## src/rtl/riscv_muldiv_unit.sv

```systemverilog
// riscv_muldiv_unit
//   Iterative RV32M/RV64M multiply/divide unit. One multiplier or quotient
//   bit per clock. Operands are converted to magnitudes up front, and the
//   sign is put back in a single FIX cycle at the end.
//
// Ports
//   clk, rst_n      clock, asynchronous active-low reset
//   start           request, sampled only while busy = 0
//   kill            abandon the operation in flight (no done, result held)
//   funct3          000 MUL, 001 MULH, 010 MULHSU, 011 MULHU,
//                   100 DIV, 101 DIVU, 110 REM, 111 REMU
//   op_a, op_b      rs1 / rs2 values
//   busy            operation in progress
//   done            one-cycle pulse; result is valid in that cycle
//   result          registered result; holds until the next done
//
// Configuration
//   MULDIV_EARLY_OUT_EN  when defined, a multiply leaves CALC as soon as
//                        the remaining multiplier bits are all zero.
//
// state | meaning
// IDLE  | waiting for start; latches operands and detects special cases
// CALC  | one shift-add (multiply) or restoring-subtract (divide) step per clock
// FIX   | sign correction and output select; pulses done
`timescale 1ns/1ps
module riscv_muldiv_unit #(
  parameter int XLEN = 32
) (
  input  logic            clk,
  input  logic            rst_n,
  input  logic            start,
  input  logic            kill,
  input  logic [2:0]      funct3,
  input  logic [XLEN-1:0] op_a,
  input  logic [XLEN-1:0] op_b,
  output logic            busy,
  output logic            done,
  output logic [XLEN-1:0] result
);

  localparam int CW = $clog2(XLEN);

  typedef enum logic [1:0] {IDLE = 2'd0, CALC = 2'd1, FIX = 2'd2} state_e;

  state_e              state_q,   state_d;
  logic [CW-1:0]       cnt_q,     cnt_d;
  logic [2:0]          funct3_q,  funct3_d;
  logic [XLEN-1:0]     opnd_q,    opnd_d;     // multiplicand or divisor magnitude
  logic [2*XLEN-1:0]   acc_q,     acc_d;      // product, or quotient in low half
  logic [XLEN-1:0]     rem_q,     rem_d;
  logic                neg_q,     neg_d;      // negate product / quotient
  logic                sign_a_q,  sign_a_d;   // negate remainder
  logic                special_q, special_d;  // acc low half already holds the answer
  logic                busy_q,    busy_d;
  logic                done_q,    done_d;
  logic [XLEN-1:0]     result_q,  result_d;

  logic                is_div, a_neg, b_neg, div_zero, div_ovf;
  logic [XLEN-1:0]     a_mag, b_mag, special_val;
  logic [XLEN:0]       mul_sum, div_shift, div_diff;
  logic [2*XLEN-1:0]   mul_step, prod;
  logic [XLEN-1:0]     quo, remd;

  assign is_div   = funct3[2];
  assign a_neg    = op_a[XLEN-1] & (funct3 inside {3'b001, 3'b010, 3'b100, 3'b110});
  assign b_neg    = op_b[XLEN-1] & (funct3 inside {3'b001, 3'b100, 3'b110});
  assign a_mag    = a_neg ? -op_a : op_a;
  assign b_mag    = b_neg ? -op_b : op_b;
  assign div_zero = (op_b == '0);
  assign div_ovf  = !funct3[0] && (op_a == {1'b1, {(XLEN-1){1'b0}}}) && (op_b == '1);
  // funct3[1] separates REM* from DIV*
  assign special_val = div_zero ? (funct3[1] ? op_a : '1)
                                : (funct3[1] ? '0   : op_a);

  // Shift-add: add the multiplicand into the high half when the current
  // multiplier bit (acc bit 0) is set, then shift the whole accumulator right.
  assign mul_sum  = {1'b0, acc_q[2*XLEN-1:XLEN]} + (acc_q[0] ? {1'b0, opnd_q} : '0);
  assign mul_step = {mul_sum, acc_q[XLEN-1:1]};

  // Restoring divide: the partial remainder carries one extra bit so the
  // borrow of the trial subtract lands in the MSB.
  assign div_shift = {rem_q, acc_q[XLEN-1]};
  assign div_diff  = div_shift - {1'b0, opnd_q};

  assign prod = neg_q    ? -acc_q             : acc_q;
  assign quo  = neg_q    ? -acc_q[XLEN-1:0]   : acc_q[XLEN-1:0];
  assign remd = sign_a_q ? -rem_q             : rem_q;

`ifdef MULDIV_EARLY_OUT_EN
  // Remaining multiplier bits sit in acc[cnt:0]. If they are all zero, the
  // outstanding cnt+1 right shifts are applied in one go.
  logic [CW:0]       shamt;
  logic [XLEN-1:0]   rest_mask;
  logic              mul_rest_zero;
  assign shamt         = {1'b0, cnt_q} + (CW+1)'(1);
  assign rest_mask     = ~({XLEN{1'b1}} << shamt);
  assign mul_rest_zero = ((acc_q[XLEN-1:0] & rest_mask) == '0);
`endif

  always_comb begin
    state_d   = state_q;
    cnt_d     = cnt_q;
    funct3_d  = funct3_q;
    opnd_d    = opnd_q;
    acc_d     = acc_q;
    rem_d     = rem_q;
    neg_d     = neg_q;
    sign_a_d  = sign_a_q;
    special_d = special_q;
    result_d  = result_q;
    done_d    = 1'b0;

    unique case (state_q)
      IDLE: begin
        if (start && !kill) begin
          funct3_d = funct3;
          neg_d    = a_neg ^ b_neg;
          sign_a_d = a_neg;
          rem_d    = '0;
          cnt_d    = CW'(XLEN-1);
          if (is_div && (div_zero || div_ovf)) begin
            // Answer is known now; FIX only forwards it.
            special_d = 1'b1;
            acc_d     = {{XLEN{1'b0}}, special_val};
            state_d   = FIX;
          end else begin
            special_d = 1'b0;
            acc_d     = {{XLEN{1'b0}}, is_div ? a_mag : b_mag};
            opnd_d    = is_div ? b_mag : a_mag;
            state_d   = CALC;
          end
        end
      end
      CALC: begin
        if (kill) begin
          state_d = IDLE;
        end else begin
          if (funct3_q[2]) begin
            rem_d = div_diff[XLEN] ? div_shift[XLEN-1:0] : div_diff[XLEN-1:0];
            acc_d = {acc_q[2*XLEN-1:XLEN], acc_q[XLEN-2:0], ~div_diff[XLEN]};
          end else begin
            acc_d = mul_step;
          end
          if (cnt_q == '0) begin
            state_d = FIX;
          end else begin
            cnt_d = cnt_q - CW'(1);
          end
`ifdef MULDIV_EARLY_OUT_EN
          if (!funct3_q[2] && mul_rest_zero) begin
            acc_d   = acc_q >> shamt;
            state_d = FIX;
          end
`endif
        end
      end
      FIX: begin
        if (kill) begin
          state_d = IDLE;
        end else begin
          if (special_q) begin
            result_d = acc_q[XLEN-1:0];
          end else begin
            unique case (funct3_q)
              3'b000:                 result_d = prod[XLEN-1:0];
              3'b001, 3'b010, 3'b011: result_d = prod[2*XLEN-1:XLEN];
              3'b100, 3'b101:         result_d = quo;
              default:                result_d = remd;
            endcase
          end
          done_d  = 1'b1;
          state_d = IDLE;
        end
      end
      default: state_d = IDLE;
    endcase

    busy_d = (state_d != IDLE);
  end

  always_ff @(posedge clk or negedge rst_n) begin
    if (!rst_n) begin
      state_q   <= IDLE;
      cnt_q     <= '0;
      funct3_q  <= '0;
      opnd_q    <= '0;
      acc_q     <= '0;
      rem_q     <= '0;
      neg_q     <= 1'b0;
      sign_a_q  <= 1'b0;
      special_q <= 1'b0;
      busy_q    <= 1'b0;
      done_q    <= 1'b0;
      result_q  <= '0;
    end else begin
      state_q   <= state_d;
      cnt_q     <= cnt_d;
      funct3_q  <= funct3_d;
      opnd_q    <= opnd_d;
      acc_q     <= acc_d;
      rem_q     <= rem_d;
      neg_q     <= neg_d;
      sign_a_q  <= sign_a_d;
      special_q <= special_d;
      busy_q    <= busy_d;
      done_q    <= done_d;
      result_q  <= result_d;
    end
  end

  assign busy   = busy_q;
  assign done   = done_q;
  assign result = result_q;

endmodule

```

## config.mk

```make
export PLATFORM = sky130hd
export DESIGN_NAME = riscv_muldiv_unit
export DESIGN_NICKNAME = d
export VERILOG_FILES = /design/src/rtl/riscv_muldiv_unit.sv
export SDC_FILE = /design/constraint.sdc
export NUM_CORES = 1
export LEC_CHECK = 0
export ABC_AREA = 1
export BUFFER_PORTS_ARGS = -buffer_cell sky130_fd_sc_hd__buf_2
export CAP_MARGIN = 30
export CORE_MARGIN = 1.5
export CORE_UTILIZATION = 35
export DETAILED_ROUTE_END_ITERATION = 16
export HOLD_SLACK_MARGIN = 0.15
export PLACE_DENSITY_LB_ADDON = 0.12
export SYNTH_ARGS = -nofsm -noshare
export SYNTH_HDL_FRONTEND = slang
export SYNTH_SLANG_ARGS = --single-unit
```

## constraint.sdc

```tcl
create_clock -name clk -period 2.4 [get_ports clk]
set_input_delay 0.12 -clock clk [delete_from_list [all_inputs] [get_ports clk]]
set_output_delay 0.12 -clock clk [all_outputs]
set_load 0.02 [all_outputs]
```

* Word-level counts from Yosys, hierarchy flattened *
Cells that the tools add are included.

word-level totals
  flip-flop bits (word level) = 175
  bits in latches = 0
  bits in writable memories = 0
  ROM bits = 0
  output and inout bits = 34
  word-level logic and storage cells = 104
  memories kept = 0

operators by class
  add/sub/neg operators = 8
  multiply operators = 0
  div/mod/pow operators = 0
  order comparisons = 0
  equality and inequality tests = 18
  shift operators = 0
  muxes and demuxes = 35
  bitwise logic cells = 6
  reductions and logical operators = 24

operators by type and width
  cell                                                                number
  32-bit 2-to-1 mux                                                   16
  64-bit 2-to-1 mux                                                   4
  32-bit negation                                                     4
  64-bit case mux with 2 select lines                                 1
  32-bit case mux with 3 select lines                                 1
  32-bit == test, second input constant                               2
  64-bit negation                                                     1
  32-bit case mux with 2 select lines                                 1
  32-bit by 32-bit adder with 33-bit output                           1
  33-bit by 32-bit subtractor with 33-bit output                      1
  32-bit logical NOT                                                  1
  5-bit 2-to-1 mux                                                    3
  3-bit == test, second input constant                                4
  4-bit AND reduction                                                 3
  2-bit != test, second input constant                                5
  5-bit case mux with 2 select lines                                  1
  3-bit by 2-bit == test with 1-bit output, second input constant     3
  2-bit 2-to-1 mux                                                    4
  3-bit by 1-bit == test with 1-bit output, second input constant     2
  3-bit AND reduction                                                 2
  5-bit logical NOT                                                   1
  5-bit by 1-bit subtractor with 5-bit output, second input constant  1
  1-bit logical AND                                                   4
  2-bit case mux with 2 select lines                                  1
  16 further kinds                                                    24

* Logic depth before layout (Yosys ltp) *
Gate-level depths: netlist of run 1.

  depth after elaboration = 9
  gate-level depth with buffers = 18
  mapped depth without buffers = 18

* Worst setup path before layout of run 1 *
OpenSTA, ideal clock, no wires.

  path kind = register to register
  start point = register acc_q[0]
  end point = register acc_q[51]
  library setup time = 130 ps
  arrival time = 2477 ps
  data required time = 2270 ps
  path slack = -207 ps
  cell stages (with the launch flop) = 17
  buffers on the path = 2
  period minus slack after synthesis = 2607 ps
  path through = dfrtp_1 > buf_2 > clkbuf_1 > nand2_1 > inv_1 > ha_1 > inv_1 > fa_1 > o21ai_1 > nand2_1 > nand3_1 > nand2_1 > nand2_1 > a21oi_1 > or2_2 > nand3_1 > o21ai_0

on the way
  longest elaborated chain between the ends = 5

RTL lines
  item                                       line  RTL
  from (decl)                                49    logic [2*XLEN-1:0] acc_q, acc_d;
  from (signal assigned)                     187   acc_q <= '0;
  from (signal assigned)                     200   acc_q <= acc_d;
  32-bit 2-to-1 mux                          77    assign mul_sum = {1'b0, acc_q[2*XLEN-1:XLEN]} + (acc_q[0] ? {1'b0, opnd_q} : '0);
  32-bit by 32-bit adder with 33-bit output  77
  64-bit 2-to-1 mux                          138   if (funct3_q[2]) begin
  64-bit 2-to-1 mux                          135   if (kill) begin
  64-bit case mux with 2 select lines        113   unique case (state_q)

No other way between the ends. The select of a mux whose other input is x is not followed.
A chain may end at the register's enable or synchronous reset.

* Final worst setup path of run 1 *
  start point = register opnd_q[29]
  end point = register rem_q[28]

on the way
  longest elaborated chain between the ends = 5

RTL lines
  item                                            line  RTL
  from (decl)                                     48    logic [XLEN-1:0] opnd_q, opnd_d;
  from (signal assigned)                          199   opnd_q <= opnd_d;
  33-bit by 32-bit subtractor with 33-bit output  83    assign div_diff = div_shift - {1'b0, opnd_q};
  32-bit 2-to-1 mux                               139   rem_d = div_diff[XLEN] ? div_shift[XLEN-1:0] : div_diff[XLEN-1:0];
  32-bit 2-to-1 mux                               138
  32-bit 2-to-1 mux                               135
  32-bit case mux with 2 select lines             113
  to (signal assigned)                            201   rem_q <= rem_d;
  to (decl)                                       50    logic [XLEN-1:0] rem_q, rem_d;

No other way between the ends. The select of a mux whose other input is x is not followed.

==> flow_metrics.env, run 1 <==
export IMPL_status="complete, but fails checks"
export IMPL_violations="negative setup slack"
export IMPL_post_route_util_pct=48.2
export IMPL_end_kind="flop"
export IMPL_first_global_vias=23500
export IMPL_via_count=24800
export IMPL_clk_insertion_delay_late_ns=0.51
export IMPL_ys_flop_type="dfrtp_1"
export IMPL_cellInternalPower_w=0.00779
export IMPL_synth_edff_count=0
export IMPL_crit_fanout=8
export IMPL_wl_per_cell_um=21.4
export IMPL_worst_slew_pin_slew_ns=0.666
export IMPL_dp_hpwl_mm=79.8
export IMPL_clockBufferDepth=2
export IMPL_fin_ws_ns=-0.0925
export IMPL_drc=0
export IMPL_die_h_um=237
export IMPL_fmax_ghz=0.401
export IMPL_via_per_inst=5.41
export IMPL_grt_start_max_net_pins=62
export IMPL_die_area_mm2=0.0563
export IMPL_die_w_um=237
export IMPL_wl_mm=98.2
export IMPL_area_growth_pct=35.5
export IMPL_p_switching_w=0.00712
export IMPL_crit_required_ns=2.80
export IMPL_r2r_start="opnd_q[29]"
export IMPL_grt_pass1_wl_mm=144
export IMPL_num_rows=85
export IMPL_post_route_period_util_pct=104
export IMPL_drtIter0Drc=2180
export IMPL_ir_drop_mv=0.717
export IMPL_drive_above_1_share_pct=23.6
export IMPL_clock_skew_ns=0.0159
export IMPL_synth_fp_nets=3505
export IMPL_critPathKind="reg -> reg"
export IMPL_ys_seq_area_share_pct=22.8
export IMPL_setup_viol=36
export IMPL_pre_cts_slack_ns=-0.209
export IMPL_slew_headroom_pct=55.6
export IMPL_synth_cell_types=51
export IMPL_cts_htree_levels=4
export IMPL_timing_max_cap_violations=0
export IMPL_clkTransAtPathRegs_ns=0.08
export IMPL_ys_warn_count=0
export IMPL_crit_arrival_ns=2.89
export IMPL_syn_area_mm2=0.0192
export IMPL_overflow=0
export IMPL_portBuffers=104
export IMPL_async_flop_share_pct=100
export IMPL_start_util_pct=35.6
export IMPL_pwr_share_comb_pct=54.9
export IMPL_track_usage_pct=34.3
export IMPL_critPathLaunchType="flop"
export IMPL_drt_pass1_iterations=5
export IMPL_hold_violations=0
export IMPL_ys_ff_latch=175
export IMPL_power_share_switching_pct=47.8
export IMPL_antenna_found_initial=1
export IMPL_postSynthAreaPerCell_um2=5.72
export IMPL_seq_power_share_pct=25.4
export IMPL_p_leak_nw=13.4
export IMPL_coreArea_mm2=0.0540
export IMPL_tns_ns=-2.14
export IMPL_period_needed_ns=2.49
export IMPL_cts_root_buf="clkbuf_16"
export IMPL_rsz0062_at_grt="yes"
export IMPL_fin_nets=4023
export IMPL_startpoint="opnd_q[29]"
export IMPL_clkPwrFrac_pct=19.7
export IMPL_drtAntennaViolNets=0
export IMPL_finalMaxSlewViolations=0
export IMPL_holdCritPathClass="in -> async"
export IMPL_gp_congestion=1.01
export IMPL_clock_sinks=175
export IMPL_io_pins=105
export IMPL_cts_buffers=17
export IMPL_synth_cells=3362
export IMPL_p_per_area_mw_per_mm2=572
export IMPL_cts_tree="built"
-- power groups by stage --
stage                     Clock, W  Sequential (W)  Combinational (W)
after floorplan                  0         0.00363            0.00380
after global placement           0         0.00378            0.00749
after detailed placement         0         0.00380            0.00748
after CTS                  0.00300         0.00374            0.00761
after global routing       0.00308         0.00382            0.00882
final                      0.00294         0.00379            0.00818
-- state kept, by name, summed over array words and instances, names as in the netlist --
signal,count
opnd_q,32
done,1
rem_q,32
result,32
funct3_q,3
special_q,1
neg_q,1
sign_a_q,1
state_q,2
cnt_q,5
busy,1
acc_q,64
-- layout make-up --
class,instances,area (um2)
Timing Repair Buffer,612,4770
Clock buffer,17,425
Fill cell,5828,28000
Antenna cell,1,2.50
Inverter,357,1350
Tap cell,696,871
Clock inverter,15,158
Sequential cell,175,4390
Multi-Input combinational cell,2717,14100
-- worst max-delay path, stage by stage (launching register included) --
cell and delay [ns]:
dfrtp_1 0.41, inv_2 0.17, ha_1 0.30, nand2_1 0.13
nor3_2 0.05, buf_4 0.13, nand2_1 0.06, nand3_1 0.12
nor2_2 0.21, buf_4 0.15, nand3_2 0.12, nand2_8 0.17
clkbuf_16 0.17, nand2_1 0.06, nand3_1 0.08, nand2_1 0.05
-- cell usage after synthesis (7+ instances only) --
cell type  count  area, um2
inv_2         11       41.3
nor2_1       453       1700
nor3_1        47        235
nand2_1     1135       4260
a21oi_1      210       1050
xnor2_1       29        254
buf_4          7       52.6
nand3b_1      23        173
a21oi_2       20        175
o21a_1        12       90.1
buf_2         23        115
o21ai_1       17       85.1
xor2_1        28        245
clkbuf_1      69        259
a21o_1         8       60.1
nand4_1       58        363
dfrtp_1      175       4380
buf_1          9       33.8
a221oi_1      32        280
inv_1        342       1280
o21ai_0      174        871
nor2_2        12       75.1
o211ai_1      11       82.6
ha_1          70        876
o22ai_1       22        138
a31oi_1       19        119
nand3_1      289       1450
-- stage by stage --
stage / cell area (um2) / hold WS [ns] / total power [W] / instances
after floorplan: 19200 / -0.176 / 0.00744 / 3362
after global placement: 23700 / 0.145 / 0.0113 / 4499
after detailed placement: 23700 / 0.155 / 0.0113 / 4499
after CTS: 24900 / 0.151 / 0.0144 / 4567
after global routing: 26000 / 0.184 / 0.0157 / 4589
final: 26000 / 0.150 / 0.0149 / 4590
-- layout by cell type (no fill, tap or decap), types with 38 or more instances in the layout --
cell     instances
nand4_1         58
a21oi_1        183
nor3_1          38
nand3_1        266
nand2_1       1062
buf_2          103
a21oi_2         42
inv_1          326
o21ai_1         40
o21ai_0        137
buf_4          453
ha_1            46
nor2_1         424
nand2_2         67
dfrtp_1        167
-- final timing paths --
| check | slack [ns] | endpoint | cells after the start |
|---|---|---|---|
| setup reg to reg | -0.09 | rem_q[28] | 15 |
| hold / removal | 0.15 | rem_q[28] | 2 |
| max in group asynchronous | 1.43 | rem_q[1] | 3 |
| setup / recovery | -0.09 | rem_q[28] | 15 |
| min in group clk | 0.18 | funct3_q[0] | 4 |
| hold reg to reg | 0.48 | result[29] | 2 |
-- layer usage --
metal / vias up / track usage, % / part of all wire, %
li1: 12000 / - / -
met1: 11800 / 46.7 / 45
met2: 895 / 53.7 / 44
met3: 174 / 4.38 / 6.2
met4: 0 / 16.3 / 4.8
met5: - / 0 / 0
-- what timing repair did --
action,4_1_cts,5_1_grt
endpoints found under the setup margin,63,90
cloned,2,4
gates resized for setup,66,256
hold buffers,25,0
endpoints found under the hold margin,189,0
buffers inserted,9,21
pin swaps,13,58
-- cells by family (layout without fill, tap and decap cells) --
kind of cell | after synthesis | in the layout | synth area share (%)
fa+ha+maj | 72 | 72 | 4.77
simple gates | 2048 | 2048 | 44.1
xor+xnor | 57 | 57 | 2.60
buf+inv | 470 | 1001 | 9.69
compound gates | 540 | 540 | 16.0
flops | 175 | 175 | 22.8
other cells | 0 | 1 | 0
Note: power is estimated with default switching activity, not from simulation.
==> inputs of run 2 (changes only) <==
--- a/config.mk
+++ b/config.mk
@@ -5,7 +5,6 @@
 export SDC_FILE = /design/constraint.sdc
 export NUM_CORES = 1
 export LEC_CHECK = 0
-export ABC_AREA = 1
 export BUFFER_PORTS_ARGS = -buffer_cell sky130_fd_sc_hd__buf_2
 export CAP_MARGIN = 30
 export CORE_MARGIN = 1.5
==> run 2 against run 1 <==
  * The flow still finishes with violations (negative setup slack)
  * Count of clock-buffer cells in the layout rose by 1
  * Sequential cell count did not move
  * Fmax fell by 24%
  * Clock power rose by 8.8%
  * First-iteration DRC count fell by 30%
  * Design area fell by 2.4%
  * Non-clock buffer count rose by 137
  * Highest routed layer unchanged
==> flow_metrics.env, run 2 <==
export IMPL_drtIter0Drc=1518
export IMPL_fmax_ghz=0.303
export IMPL_setup_viol=90
export IMPL_end_kind="flop"
export IMPL_startpoint="rem_q[1]"
export IMPL_synth_cells=2042
export IMPL_crit_required_ns=2.77
export IMPL_holdWs_ns=0.172
export IMPL_timing_max_cap_violations=0
export IMPL_io_pins=105
export IMPL_wl_per_cell_um=22.5
export IMPL_r2r_setup_slack_ns=-0.90
export IMPL_clockBufferDepth=2
export IMPL_postLayoutCellArea_mm2=0.0254
export IMPL_fin_ws_ns=-0.901
export IMPL_tns_ns=-49.30
export IMPL_critPathMaxStageDelay_ns=0.42
export IMPL_pwr_share_comb_pct=59.3
export IMPL_drt_pass1_iterations=6
export IMPL_slew_headroom_pct=38.2
export IMPL_seq_power_share_pct=22.1
export IMPL_overflow=0
export IMPL_crit_slowest_cell="dfrtp_1"
export IMPL_clkTransAtPathRegs_ns=0.07
export IMPL_period_needed_ns=3.30
export IMPL_p_per_area_mw_per_mm2=676
export IMPL_portBuffers=104
export IMPL_cts_buffers=17
export IMPL_stdcell_count=3297
export IMPL_clock_sinks=175
export IMPL_die_w_um=216
export IMPL_syn_area_mm2=0.0158
export IMPL_regMostFlops="acc_q"
export IMPL_critPathLaunchType="flop"
export IMPL_post_route_period_util_pct=138
export IMPL_num_rows=77
export IMPL_ys_flop_type="dfrtp_1"
export IMPL_crit_fanout=4
export IMPL_drive_above_1_share_pct=42.9
export IMPL_grt_start_max_net_pins=53
export IMPL_clkPwrFrac_pct=18.6
export IMPL_drtAntennaViolNets=0
export IMPL_coreArea_mm2=0.0444
export IMPL_synth_cell_types=85
export IMPL_dp_hpwl_mm=56.2
export IMPL_violations="negative setup slack"
export IMPL_synth_fp_nets=2185
export IMPL_hold_violations=0
export IMPL_holdCritPathClass="in -> async"
export IMPL_via_per_inst=5.67
export IMPL_cpMostUsedCell="or3_4"
export IMPL_die_h_um=216
export IMPL_final_common_cell="buf_4"
export IMPL_critPathKind="reg -> reg"
export IMPL_power_share_switching_pct=43.0
export IMPL_cts_tree="built"
export IMPL_first_global_vias=18300
export IMPL_finalMaxSlewViolations=0
export IMPL_status="complete, but fails checks"
export IMPL_numPlacedInstances=3162
export IMPL_ys_seq_area_share_pct=27.7
export IMPL_largest_reg_flops=64
export IMPL_synth_edff_count=0
export IMPL_r2r_start="rem_q[1]"
export IMPL_synth_top_area_share_pct=27.7
export IMPL_critical_path_cell_chain="inv_2, ha_4, or3b_4, or4_4, or3_4, or3_4, or2_4, nor4_4, mux2_4, a31oi_1, a21oi_1"
export IMPL_drc=0
export IMPL_clk_insertion_delay_late_ns=0.48
export IMPL_num_antenna_cells=0
export IMPL_p_switching_w=0.00739
export IMPL_grt_pass1_wl_mm=111
export IMPL_ys_ff_latch=175
export IMPL_ir_drop_mv=0.478
export IMPL_layout_common_cells="buf_4, nand2_1, dfrtp_1"
export IMPL_async_flop_share_pct=100
export IMPL_die_area_mm2=0.0465
export IMPL_postSynthAreaPerCell_um2=7.75
export IMPL_worst_slew_pin_slew_ns=0.920
export IMPL_via_count=18700
export IMPL_area_growth_pct=60.6
export IMPL_clock_skew_ns=0.00760
export IMPL_synth_most_common_cell="nand2_1"
export IMPL_wl_mm=74.1
export IMPL_ys_warn_count=0
export IMPL_r2r_cells=11
export IMPL_synth_area_leaders="dfrtp_1, o21ai_0, xor2_1, ha_1, a21oi_1"
export IMPL_dpl_cell_area_mm2=0.0217
export IMPL_track_usage_pct=31.1
export IMPL_reg2reg_to="result[30]"
export IMPL_cellInternalPower_w=0.00978
export IMPL_cts_root_buf="clkbuf_16"
export IMPL_gp_congestion=0.946
export IMPL_yosys_area_top_type="dfrtp_1"
export IMPL_p_leak_nw=11.5
export IMPL_crit_arrival_ns=3.67
export IMPL_synth_common_cells="nand2_1, o21ai_0, dfrtp_1, a21oi_1, nor2_1"
export IMPL_fin_nets=2835
export IMPL_antenna_found_initial=0
export IMPL_cts_htree_levels=4
export IMPL_rsz0062_at_grt="yes"
export IMPL_start_util_pct=35.6
-- run 2: cell count changes after synthesis, sizes merged, moves of 40 or more --
cell	delta
nand2	-914
nor2	-314
inv	-283
nand3	-211
xor2	+97
a21oi	-58
xnor2	+46
mux2i	+44
o31ai	+42
nand4	-40
-- run 2: how the worst max path moves through the flow --
stage / to / slack [ns] / cells past startpoint
2_1_floorplan: result[30] / -0.82 / 9
3_3_place_gp: result[30] / -0.93 / 11
3_5_place_dp: result[30] / -0.97 / 11
4_1_cts: result[30] / -0.88 / 9
5_1_grt: result[30] / -0.96 / 11
6_report: result[30] / -0.90 / 11
-- run 2: critical path: cells and delay by family (launching register included) --
family | cells | cell delay (ns)
simple gates | 6 | 1.99
fa+ha+maj | 1 | 0.13
compound gates | 2 | 0.22
mux | 1 | 0.32
flops | 1 | 0.42
buf+inv | 1 | 0.10
-- run 2: final cells by class --
cell class	count	area, um2
fill	3983	19000
multi-input combinational	1677	13400
timing repair buffer	749	5990
sequential	175	4380
tap	592	741
clock buffer	18	439
inverter	72	273
clock inverter	14	201
-- run 2: kinds of logic after synthesis --
logic type | count (synthesis) | synth area share [%]
muxes | 48 | 3.07
and+or+nand+nor | 674 | 20.7
adders and majority gates | 72 | 5.79
xor gates and xnor gates | 200 | 11.1
AOI/OAI and AO/OA | 683 | 27.0
DFF | 175 | 27.7
buffers and inverters | 190 | 4.74
-- run 2: power by group through the flow --
stage / logic, W / clock network, W / registers (W)
after floorplan: 0.00436 / 0 / 0.00389
after global placement: 0.00846 / 0 / 0.00380
after detailed placement: 0.00851 / 0 / 0.00382
after CTS: 0.00924 / 0.00324 / 0.00377
after global routing: 0.0108 / 0.00334 / 0.00386
final: 0.0102 / 0.00320 / 0.00380
-- run 2: what timing repair did --
item | 4_1_cts | 5_1_grt
resized for setup | 237 | 188
hold buffers | 23 | 0
setup buffers | 55 | 43
setup endpoints to repair | 89 | 138
pin swaps | 149 | 130
hold endpoints to repair | 177 | 0
gates cloned | 2 | 2
-- run 2: stage by stage --
step,util (%),setup slack (ns),total power [W]
after global routing,57.2,-0.959,0.0180
after floorplan,-,-0.819,0.00825
final,57.2,-0.901,0.0172
after detailed placement,48.9,-0.970,0.0123
after CTS,54.4,-0.881,0.0162
after global placement,48.9,-0.926,0.0123
-- run 2: routing by layer --
| layer | wire length [um] | GRT usage, % |
|---|---|---|
| met5 | 0 | 0 |
| met4 | 4060 | 16.6 |
| met3 | 3540 | 3.14 |
| met2 | 33700 | 49.1 |
| met1 | 32800 | 41.8 |
==> inputs of run 3 (changes only) <==
--- a/config.mk
+++ b/config.mk
@@ -11,7 +11,7 @@
 export CORE_UTILIZATION = 35
 export DETAILED_ROUTE_END_ITERATION = 16
 export HOLD_SLACK_MARGIN = 0.15
-export PLACE_DENSITY_LB_ADDON = 0.12
+export PLACE_DENSITY = 0.6
 export SYNTH_ARGS = -nofsm -noshare
 export SYNTH_HDL_FRONTEND = slang
 export SYNTH_SLANG_ARGS = --single-unit
==> run 3 against run 2 <==
  * The flow still finishes with violations (negative setup slack)
  * Worst setup slack got worse by 0.0083 ns
  * Largest cell class unchanged
  * Sequential power barely moved
  * Count of clock-buffer cells in the layout rose by 2
  * Sequential cell count did not move
==> flow_metrics.env, run 3 (synthesis gave the netlist of run 2 again) <==
export IMPL_critPathKind="reg -> reg"
export IMPL_crit_slowest_cell="or4_4"
export IMPL_worst_slew_pin_slew_ns=0.876
export IMPL_crit_fanout=4
export IMPL_gp_congestion=1.01
export IMPL_cts_tree="built"
export IMPL_clock_sinks=175
export IMPL_period_needed_ns=3.31
export IMPL_clkTransAtPathRegs_ns=0.07
export IMPL_violations="negative setup slack"
export IMPL_wl_per_cell_um=22.6
export IMPL_clock_skew_ns=0.0117
export IMPL_final_common_cell="buf_4"
export IMPL_portBuffers=104
export IMPL_area_growth_pct=59.5
export IMPL_numPlacedInstances=3134
export IMPL_timing_max_cap_violations=0
export IMPL_stdcell_count=3258
export IMPL_drtIter0Drc=2049
export IMPL_finalMaxSlewViolations=0
export IMPL_rsz0062_at_grt="yes"
export IMPL_start_util_pct=35.6
export IMPL_cts_buffers=17
export IMPL_critPathMaxStageDelay_ns=0.43
export IMPL_via_per_inst=5.89
export IMPL_die_area_mm2=0.0465
export IMPL_via_count=19200
export IMPL_overflow=0
export IMPL_first_global_vias=18700
export IMPL_critPathBufInv=1
export IMPL_num_antenna_cells=0
export IMPL_coreArea_mm2=0.0444
export IMPL_end_kind="flop"
export IMPL_grt_start_max_net_pins=62
export IMPL_holdCritPathClass="in -> reg"
export IMPL_tns_ns=-50.96
export IMPL_cts_htree_levels=4
export IMPL_fin_nets=2796
export IMPL_fin_ws_ns=-0.909
export IMPL_p_per_area_mw_per_mm2=668
export IMPL_grt_pass1_wl_mm=110
export IMPL_wl_mm=73.8
export IMPL_clk_insertion_delay_late_ns=0.47
export IMPL_drtAntennaViolNets=0
export IMPL_cts_root_buf="clkbuf_16"
export IMPL_regMostFlops="acc_q"
export IMPL_status="complete, but fails checks"
export IMPL_antenna_found_initial=1
export IMPL_drc=0
export IMPL_num_rows=77
export IMPL_clockBufferDepth=2
export IMPL_critical_path_top_delay_family="simple AND/OR/NAND/NOR gates"
export IMPL_layout_common_cells="buf_4, nand2_1, dfrtp_1"
export IMPL_slew_headroom_pct=41.4
export IMPL_largest_reg_flops=64
export IMPL_dp_hpwl_mm=54.7
export IMPL_drt_pass1_iterations=7
export IMPL_crit_arrival_ns=3.66
export IMPL_die_w_um=216
export IMPL_io_pins=105
export IMPL_critical_path_cell_chain="inv_2, ha_4, or3b_4, or4_4, or3_4, or3_4, or2_4, nor4_4, mux2_4, a31oi_1, a21oi_1"
export IMPL_cpMostUsedCell="or3_4"
export IMPL_post_route_util_pct=56.8
export IMPL_critPathLaunchType="flop"
export IMPL_ir_drop_mv=0.547
export IMPL_fmax_ghz=0.302
export IMPL_crit_required_ns=2.75
export IMPL_die_h_um=216
export IMPL_track_usage_pct=30.5
export IMPL_post_route_period_util_pct=138
export IMPL_drive_above_1_share_pct=42.0
export IMPL_p_leak_nw=11.4
export IMPL_setup_viol=91
export IMPL_hold_violations=0
==> run 3: area by class of cell <==
class,instances,area (um2)
fillers,3843,19200
multi-input cells,1677,13500
repair buffers,710,5760
flip-flops and latches,175,4390
well taps,592,741
clock buffers,20,467
inverters,72,273
clock inverters,12,121
==> run 3: worst paths after layout <==
check / slack (ns) / from / depth (start not counted) / to
setup / recovery: -0.91 / rem_q[1] / 11 / result[30]
hold / removal: 0.17 / op_a[28] / 4 / opnd_q[28]
setup reg to reg: -0.91 / rem_q[1] / 11 / result[30]
hold reg to reg: 0.48 / opnd_q[3] / 2 / opnd_q[3]
max in group asynchronous: 1.26 / rst_n / 3 / acc_q[0]
min in group asynchronous: 0.23 / rst_n / 2 / opnd_q[21]
==> run 3: where the power goes <==
| group | total (W) | internal [W] | switching [W] |
|---|---|---|---|
| registers | 0.00382 | 0.00341 | 0.000415 |
| logic | 0.0101 | 0.00447 | 0.00562 |
| clock network | 0.00294 | 0.00154 | 0.00140 |
==> run 3: through the flow <==
stage	setup slack, ns	hold slack, ns	power, W	area, um2
2_1_floorplan	-0.819	-0.176	0.00825	16800
5_1_grt	-0.962	0.173	0.0176	25200
3_3_place_gp	-1.04	0.162	0.0120	21500
3_5_place_dp	-1.03	0.168	0.0121	21500
4_1_cts	-0.856	0.152	0.0162	24400
6_report	-0.909	0.172	0.0169	25200
==> run 3: what timing repair did <==
item	CTS	global route
hold buffers	20	0
endpoints found under the hold margin	85	0
resized for setup	304	123
endpoints found under the setup margin	94	124
gates cloned	7	3
setup buffers	55	26
pin swaps	142	109
==> run 3: worst register-to-register path: cells and delay by family, from the launching register on <==
| kind | cells | cell delay (ns) |
|---|---|---|
| buf+inv | 1 | 0.10 |
| mux | 1 | 0.32 |
| compound gates | 2 | 0.20 |
| flops | 1 | 0.42 |
| simple gates | 6 | 1.98 |
| fa+ha+maj | 1 | 0.15 |
==> run 3: layer usage <==
layer  routed length (um)  track usage (%)  part of all wire [%]
met1                30500             39.8                    41
met2                33300             48.8                    45
met3                 5580             4.58                   7.6
met4                 4300             15.6                   5.8
met5                   13                0                 0.018
